### src/rtl/piece_rng_pkg.sv
// piece_rng_pkg: constants and types shared by the piece generator and the spawn logic.
//   TapsDefault  - Galois feedback mask for x^16+x^14+x^13+x^11+1
//   SeedDefault  - non-zero reset / fallback LFSR seed
//   NPieces      - number of distinct pieces in the standard set
//   piece_t      - piece index type for the standard set
//   state_e      - generator FSM states
package piece_rng_pkg;

  localparam logic [15:0] TapsDefault = 16'hB400;
  localparam logic [15:0] SeedDefault = 16'hACE1;
  localparam int unsigned NPieces     = 7;
  localparam int unsigned PieceW      = $clog2(NPieces);

  typedef logic [PieceW-1:0] piece_t;

  typedef enum logic [0:0] {
    StDraw,
    StPresent
  } state_e;

endpackage

### src/rtl/lfsr_galois.sv
// lfsr_galois: right-shifting Galois LFSR with an entropy bit folded into the MSB.
//   clka     - clock, state updates on posedge
//   step     - advance one position this cycle
//   load     - load load_val (takes priority over step)
//   load_val - value to load; zero is replaced by SEED_DEFAULT
//   entropy  - bit XORed into the MSB on each step
//   state    - current register value
// An all-zero state is never stored: both the load path and the step path
// substitute SEED_DEFAULT so the register cannot lock up.
module lfsr_galois
  import piece_rng_pkg::*;
#(
  parameter int unsigned        LFSR_W       = 16,
  parameter logic [LFSR_W-1:0]  TAPS         = TapsDefault,
  parameter logic [LFSR_W-1:0]  SEED_DEFAULT = SeedDefault
) (
  input  logic              clka,
  input  logic              step,
  input  logic              load,
  input  logic [LFSR_W-1:0] load_val,
  input  logic              entropy,
  output logic [LFSR_W-1:0] state
);

  logic [LFSR_W-1:0] state_q, state_d, stepped;

  always_comb begin
    stepped = (state_q >> 1) ^ (state_q[0] ? TAPS : '0) ^ {entropy, {(LFSR_W-1){1'b0}}};
    state_d = state_q;
    if (load) begin
      state_d = (load_val == '0) ? SEED_DEFAULT : load_val;
    end else if (step) begin
      state_d = (stepped == '0) ? SEED_DEFAULT : stepped;
    end
  end

  // No reset of its own: the parent drives load with SEED_DEFAULT on restart.
  always_ff @(posedge clka) begin
    state_q <= state_d;
  end

  assign state = state_q;

endmodule

### src/rtl/piece_rng.sv
// piece_rng: rejection-sampled random piece index source with valid/ready output.
//   clka        - sole clock
//   restart     - synchronous active-high reset (beats seed_load and handshake)
//   seed_load   - pulse: reseed the LFSR and discard any presented piece
//   seed        - seed value (zero selects SEED_DEFAULT)
//   entropy     - synchronised user-input bit mixed into the LFSR
//   piece_ready - consumer accepts piece
//   piece_valid - piece holds a valid index
//   piece       - piece index 0..N_PIECES-1
// Optional: define PIECE_RNG_BAG_EN for bag mode, where every N_PIECES pieces
// from a bag boundary form a permutation. Default build is uniform sampling.
module piece_rng
  import piece_rng_pkg::*;
#(
  parameter int unsigned        N_PIECES     = NPieces,
  parameter int unsigned        PIECE_W      = $clog2(N_PIECES),
  parameter int unsigned        LFSR_W       = 16,
  parameter logic [LFSR_W-1:0]  TAPS         = TapsDefault,
  parameter logic [LFSR_W-1:0]  SEED_DEFAULT = SeedDefault,
  parameter int unsigned        MAX_TRIES    = 8
) (
  input  logic               clka,
  input  logic               restart,
  input  logic               seed_load,
  input  logic [LFSR_W-1:0]  seed,
  input  logic               entropy,
  input  logic               piece_ready,
  output logic               piece_valid,
  output logic [PIECE_W-1:0] piece
);

  localparam int unsigned       TryW    = ($clog2(MAX_TRIES) > 0) ? $clog2(MAX_TRIES) : 1;
  localparam logic [TryW-1:0]   TryLast = TryW'(MAX_TRIES - 1);
  localparam logic [PIECE_W:0]  NLimit  = N_PIECES[PIECE_W:0];

  logic [LFSR_W-1:0]  lfsr;
  logic [PIECE_W-1:0] cand, pick;
  logic               in_range, cand_ok;

  state_e             state_q, state_d;
  logic [PIECE_W-1:0] piece_q, piece_d;
  logic               valid_q, valid_d;
  logic [TryW-1:0]    tries_q, tries_d;

  lfsr_galois #(
    .LFSR_W       (LFSR_W),
    .TAPS         (TAPS),
    .SEED_DEFAULT (SEED_DEFAULT)
  ) u_lfsr (
    .clka     (clka),
    .step     (!(restart || seed_load)),
    .load     (restart || seed_load),
    .load_val (restart ? SEED_DEFAULT : seed),
    .entropy  (entropy),
    .state    (lfsr)
  );

  assign cand     = lfsr[PIECE_W-1:0];
  assign in_range = {1'b0, cand} < NLimit;

  logic unused_lfsr;
  assign unused_lfsr = ^lfsr[LFSR_W-1:PIECE_W];

`ifdef PIECE_RNG_BAG_EN
  logic [N_PIECES-1:0] bag_q, bag_d, bag_set, bag_next;
  logic                cand_used;
  logic [PIECE_W-1:0]  fallback;

  always_comb begin
    cand_used = 1'b0;
    fallback  = '0;
    // Descending scan leaves the lowest unused index in fallback.
    for (int i = int'(N_PIECES) - 1; i >= 0; i--) begin
      if (!bag_q[i]) fallback = PIECE_W'(i);
    end
    for (int i = 0; i < int'(N_PIECES); i++) begin
      if (cand == PIECE_W'(i)) cand_used = bag_q[i];
    end
    cand_ok = in_range && !cand_used;
    pick    = cand_ok ? cand : fallback;
    bag_set = bag_q;
    for (int i = 0; i < int'(N_PIECES); i++) begin
      if (pick == PIECE_W'(i)) bag_set[i] = 1'b1;
    end
    // A completed bag empties on the same edge as its last accept.
    bag_next = (&bag_set) ? '0 : bag_set;
  end
`else
  always_comb begin
    cand_ok = in_range;
    pick    = cand_ok ? cand : '0;
  end
`endif

  always_comb begin
    state_d = state_q;
    piece_d = piece_q;
    valid_d = valid_q;
    tries_d = tries_q;
`ifdef PIECE_RNG_BAG_EN
    bag_d   = bag_q;
`endif
    unique case (state_q)
      StDraw: begin
        if (cand_ok || (tries_q == TryLast)) begin
          piece_d = pick;
          valid_d = 1'b1;
          tries_d = '0;
          state_d = StPresent;
`ifdef PIECE_RNG_BAG_EN
          bag_d   = bag_next;
`endif
        end else begin
          tries_d = tries_q + TryW'(1);
        end
      end
      StPresent: begin
        if (valid_q && piece_ready) begin
          valid_d = 1'b0;
          state_d = StDraw;
        end
      end
      default: state_d = StDraw;
    endcase
  end

  always_ff @(posedge clka) begin
    if (restart) begin
      state_q <= StDraw;
      piece_q <= '0;
      valid_q <= 1'b0;
      tries_q <= '0;
`ifdef PIECE_RNG_BAG_EN
      bag_q   <= '0;
`endif
    end else if (seed_load) begin
      // piece keeps its value; only the valid flag withdraws it.
      state_q <= StDraw;
      valid_q <= 1'b0;
      tries_q <= '0;
`ifdef PIECE_RNG_BAG_EN
      bag_q   <= '0;
`endif
    end else begin
      state_q <= state_d;
      piece_q <= piece_d;
      valid_q <= valid_d;
      tries_q <= tries_d;
`ifdef PIECE_RNG_BAG_EN
      bag_q   <= bag_d;
`endif
    end
  end

  assign piece_valid = valid_q;
  assign piece       = piece_q;

endmodule

### config.mk
export PLATFORM = sky130hd
export DESIGN_NAME = piece_rng
export DESIGN_NICKNAME = d
export VERILOG_FILES = /design/src/rtl/piece_rng_pkg.sv /design/src/rtl/lfsr_galois.sv /design/src/rtl/piece_rng.sv
export SDC_FILE = /design/constraint.sdc
export NUM_CORES = 1
export LEC_CHECK = 0
export CELL_PAD_IN_SITES_DETAIL_PLACEMENT = 1
export CELL_PAD_IN_SITES_GLOBAL_PLACEMENT = 1
export CORE_MARGIN = 4
export CORE_UTILIZATION = 36
export CTS_BUF_LIST = sky130_fd_sc_hd__clkbuf_8 sky130_fd_sc_hd__clkbuf_16
export CTS_CLUSTER_DIAMETER = 200
export CTS_CLUSTER_SIZE = 12
export DETAILED_ROUTE_END_ITERATION = 16
export GPL_TIMING_DRIVEN = 0
export PLACE_DENSITY = 0.76
export SLEW_MARGIN = 30
export SYNTH_ARGS = -nofsm -noshare
export SYNTH_HDL_FRONTEND = slang
export SYNTH_SLANG_ARGS = --single-unit
export TNS_END_PERCENT = 50
### constraint.sdc
create_clock -name clka -period 1.56 [get_ports clka]
set_input_delay 0.312 -clock clka [delete_from_list [all_inputs] [get_ports clka]]
set_output_delay 0.312 -clock clka [all_outputs]
set_load 0.005 [all_outputs]
# After elaboration in Yosys (flattened, before gate mapping)
# Index checks and enable logic that the tools add are counted.
[totals]
regBits = 24
elab_cells = 35
output_inout_bits = 4
inputBits = 21
[op_classes]
n_eq_ne = 3
n_reduce_logical = 8
order_cmp = 1
muxes = 13
n_bitwise = 4
add_sub_neg = 1
[op_table]
columns = ["cell", "n"]
rows = [
  ["$mux W16", 5],
  ["$logic_not A16 Y1", 2],
  ["$xor A15 B16 Y16", 1],
  ["$xor A16 B16 Y16", 1],
  ["$mux W3", 2],
  ["$mux W1", 4],
  ["$pmux W1 S2", 2],
  ["$add A3 B1 Y3 const B", 1],
  ["$eq A3 B3 Y1 const B", 1],
  ["$lt A3 B3 Y1 const B", 1],
  ["$reduce_and A3 Y1", 1],
  ["$logic_or A1 B1 Y1", 2],
  ["$ne A2 B1 Y1 const B", 1],
  ["$ne A2 B2 Y1 const B", 1],
  ["$not A1 Y1", 2],
  ["$reduce_and A2 Y1", 1],
  ["$reduce_or A2 Y1", 1],
  ["$logic_and A1 B1 Y1", 1],
]

# Logic depth before layout (Yosys ltp)
[logic_depth]
ltp_word = 6
mapped_depth = 6
ltp_nobuf = 6

# Cells and area by module
# Synthesis repeated with hierarchy kept, for this count alone.
[unflattened]
cells_unflattened = 118
area_unflattened_um2 = 1308.8
[by_module_without_submodules]
columns = ["mod", "cells_per_inst", "seq_area_each_um2", "n_inst", "area_each_um2"]
rows = [
  ["lfsr_galois", 54, 480.5, 1, 817.0],
  ["piece_rng", 64, 160.2, 1, 491.7],
]

# Least setup slack after synthesis
# Ideal clock, no wire load.
[synth_path]
path_kind = "register to register"
start = "reg tries_q[0]"
end = "reg tries_q[2]"
required_ps = 1482
synth_period_minus_slack_ps = 1371
stages_incl_launch_ff = 7
slack_ps = 189
setup_time_ps = 78
arrival_time_ps = 1293
path_buffers = 0
cell_sequence = "dfxtp_1 ha_1 ha_1 and4b_1 and2b_1 a22oi_1 nor3_1"
[synth_between]
elab_chain_cells = 3
elab_cells_between_ends = 4
cone_classes = "add/sub (1); eq/ne (1); mux (1); reduce/logical (1)"
[synth_rtl]
columns = ["element", "line_no", "text"]
rows = [
  ["from (decl)", "piece_rng.sv:43", "logic [TryW-1:0] tries_q, tries_d;"],
  ["from (signal assigned)", "piece_rng.sv:148", "tries_q <= tries_d;"],
  ["parallel branches: the longest is 2 deep, another holds $add A3 B1 Y3", "--", ""],
  ["$mux W3 *", "piece_rng.sv:105", "if (cand_ok || (tries_q == TryLast)) begin"],
]
# Every way passes the cells marked *.
# A chain may end at the register's enable or synchronous reset.

# Worst setup path in the final report
[layout_path]
start = "reg u_lfsr.state_q[4], in the netlist u_lfsr.state[4]"
end = "reg u_lfsr.state_q[13], in the netlist u_lfsr.state[13]"
[layout_between]
elab_chain_cells = 5
[layout_rtl]
columns = ["element", "line_no", "text"]
rows = [
  ["from (decl)", "lfsr_galois.sv:25", "logic [LFSR_W-1:0] state_q, state_d, stepped;"],
  ["from (signal assigned)", "lfsr_galois.sv:39", "state_q <= state_d;"],
  ["$xor A15 B16 Y16", "lfsr_galois.sv:28", "stepped = (state_q >> 1) ^ (state_q[0] ? TAPS : '0) ^ {entropy, {(LFSR_W-1){1'b0}}};"],
  ["$xor A16 B16 Y16", "lfsr_galois.sv:28", ""],
  ["$logic_not A16 Y1", "lfsr_galois.sv:33", "state_d = (stepped == '0) ? SEED_DEFAULT : stepped;"],
  ["$mux W16", "lfsr_galois.sv:33", ""],
  ["$mux W16", "lfsr_galois.sv:30", "if (load) begin"],
  ["net u_lfsr.state_d[13]", "lfsr_galois.sv:25", ""],
]
# The timed path passes the listed nets, and every way through them passes these cells.

==> qor.yml <==
die_h_um: 62.2
p_total_uw: 1250
port_buffers: 23
gp_congestion: 0.751
hold_path_end: "u_lfsr.state[10]"
ys_seq_area_share_pct: 45.4
status: "completed"
nFillCells: 317
max_stage_delay_ns: 0.39
hold_buffers: 0
antenna_found_initial: 0
placedCellCount: 158
synthMuxAreaShare_pct: 9.46
syn_area_um2: 1060
dr.pass1.iters: 5
die_w_um: 62.2
rsz0062_at_grt: "true"
r2r_end: "u_lfsr.state[13]"
cp_slowest_cell: "nor4_1"
r2r_slack_ns: 0.04
worst-path-buf-inv: 0
finalCritPeriodShare_pct: 97.5
fin_crit_ns: 1.52
placementRows: 19
vias: 885
dp_hpwl_um: 2010
start_kind: "flop"
clockBufferDepth: 2
r2r_start: "u_lfsr.state[4]"
drive_above_1_share_pct: 13.7
clock_skew_ns: 0.00110
wl_per_cell_um: 16.1
cap_violations: 0
design.core.area_um2: 2780
synthCells: 104
criticalPathCategory: "flop to flop"
ir_worst_vdd_mv: 0.517
fin_cells: 162
routed_wl_um: 2610
groute.usage.overall_pct: 14.1
timing.fmax_mhz: 658
synth-simple-area-share_pct: 21.7
layout_commonest_cell: "dfxtp_1"
grt_start_max_net_pins: 13
post-route-drc-count: 0
overflow: 0
powerDensity_nw_per_um2: 886
syn_avg_cell_area_um2: 10.2
viasPerCell: 5.46
multi_input_area_um2: 578
ant_nets: 0
worstRegToRegCells: 4
fin_nets: 156
required_ns: 1.77
clk_latency_ns: 0.26
hold_class: "primary input to flop"
dieArea_um2: 3870
hold_depth: 2
critPathTopFamily: "simple AND/OR/NAND/NOR gates"
syn_to_final_growth_pct: 33.6
slew_violations: 0
grt_pass1_wl_um: 4450
arrival_ns: 1.73
synthAdderAreaFrac_pct: 2.36
clock_sinks: 24
synth_top_family_by_area: "simple AND/OR/NAND/NOR gates"
clkTransAtPathRegs_ns: 0.08
htreeDepth: 1
critPathCaptureType: "flop"
worst_pin_slew_ns: 0.445
numCtsBuffers: 3
ys_warn_count: 0
syn_nets: 127
hold_viol_final: 0
drt-initial-drc-count: 27
worstPathCellList: "nor4_1 -> nand4_1 -> o21ai_4 -> o22a_1"
hp-start: "seed[10]"
final_cell_mix: "dfxtp_1 (24), nor2_1 (20), clkdlybuf4s50_1 (16)"
setup_viol: 0
grt_pass1_vias: 974
synthXorXnorAreaFrac_pct: 3.31
path_max_fanout: 7
cts_tree: "yes"
relSlewSlack_pct: 70.3
yosysUniqueCellTypes: 29
synth_compound_area_share_pct: 14.8
p_leak_uw: 0.000572
ys_ff_latch: 24
ff_latch_area_um2: 480
start_util_pct: 38.1
antennaDiodeCount: 0
root_buffer: "clkbuf_8"
top_level_ports: 25
[through the flow]
| step | util [%] | hold WS (ns) | area (um2) | worst slack [ns] | TNS [ns] |
|---|---|---|---|---|---|
| 2_1_floorplan | - | 0.384 | 1060 | 0.189 | 0 |
| 3_3_place_gp | 47.7 | 0.479 | 1330 | -0.333 | -2.49 |
| 3_5_place_dp | 47.7 | 0.496 | 1330 | -0.353 | -2.64 |
| 4_1_cts | 49.8 | 0.462 | 1390 | 0.0172 | 0 |
| 5_1_grt | 50.8 | 0.357 | 1410 | -0.0442 | -0.242 |
| 6_report | 50.8 | 0.349 | 1410 | 0.0395 | 0 |
[how the worst max path moves through the flow]
stage | slack [ns] | startpoint | depth (start not counted) | endpoint
3_5_place_dp | -0.35 | seed[2] | 5 | u_lfsr.state[13]
6_report | 0.04 | u_lfsr.state[4] | 4 | u_lfsr.state[13]
2_1_floorplan | 0.19 | tries_q[0] | 6 | tries_q[2]
3_3_place_gp | -0.33 | seed[2] | 5 | u_lfsr.state[13]
5_1_grt | -0.04 | tries_q[1] | 6 | piece[1]
4_1_cts | 0.02 | seed[7] | 5 | u_lfsr.state[15]
[cells by family after synthesis]
family	after synthesis
flip-flops	24
AND/OR/NAND/NOR	42
buffers and inverters	5
multiplexers	10
XOR/XNOR	4
AO/OA/AOI/OAI	17
adder cells (fa/ha/maj)	2
[where the power goes]
group	total [uW]	switching (uW)	internal, uW
sequential	683	30.9	652
clock	361	189	173
combinational	208	93.5	114
[metal layers]
layer | global-route usage, % | part of all wire [%]
met1 | 17.0 | 44
met2 | 23.6 | 49
met3 | 3.06 | 5.3
met4 | 6.50 | 1.6
met5 | 0 | 0
[cell type report]
type                            count  area share (%)
Buffer                              5            2.21
Clock buffer                        3            2.92
Multi-Input combinational cell     75            40.9
Sequential cell                    24            34.0
Tap cell                           31            2.74
Timing Repair Buffer               24            17.3
[registers in the layout, indices dropped and copies added, names as in the netlist]
register	cells
piece	3
tries_q	3
u_lfsr.state	16
piece_valid	1
state_q	1
[cell usage after synthesis, drive strengths merged]
master	n	share of area [%]
a21boi	3	2.1
a21oi	1	0.47
a22oi	2	1.4
a2bb2oi	1	1.4
a31oi	1	1.2
and2	1	0.59
and2b	1	0.71
and4b	1	0.95
buf	3	2.2
clkbuf	2	0.71
dfxtp	24	45
ha	2	2.4
mux2i	10	9.5
nand2	2	0.71
nand3	1	0.47
nand4	2	1.2
nor2	20	7.1
nor2b	2	1.2
nor3	4	3.0
nor4	8	5.9
o21ai	2	2.4
o22a	7	5.8
xnor2	2	1.7
xor2	2	1.7
[what timing repair did]
| item | 4_1_cts | 5_1_grt |
|---|---|---|
| endpoints found under the setup margin | 7 | 11 |
| pin swaps | 10 | 6 |
| setup buffers | 0 | 1 |
| resized for setup | 6 | 6 |
(Power assumes the default switching activity.)
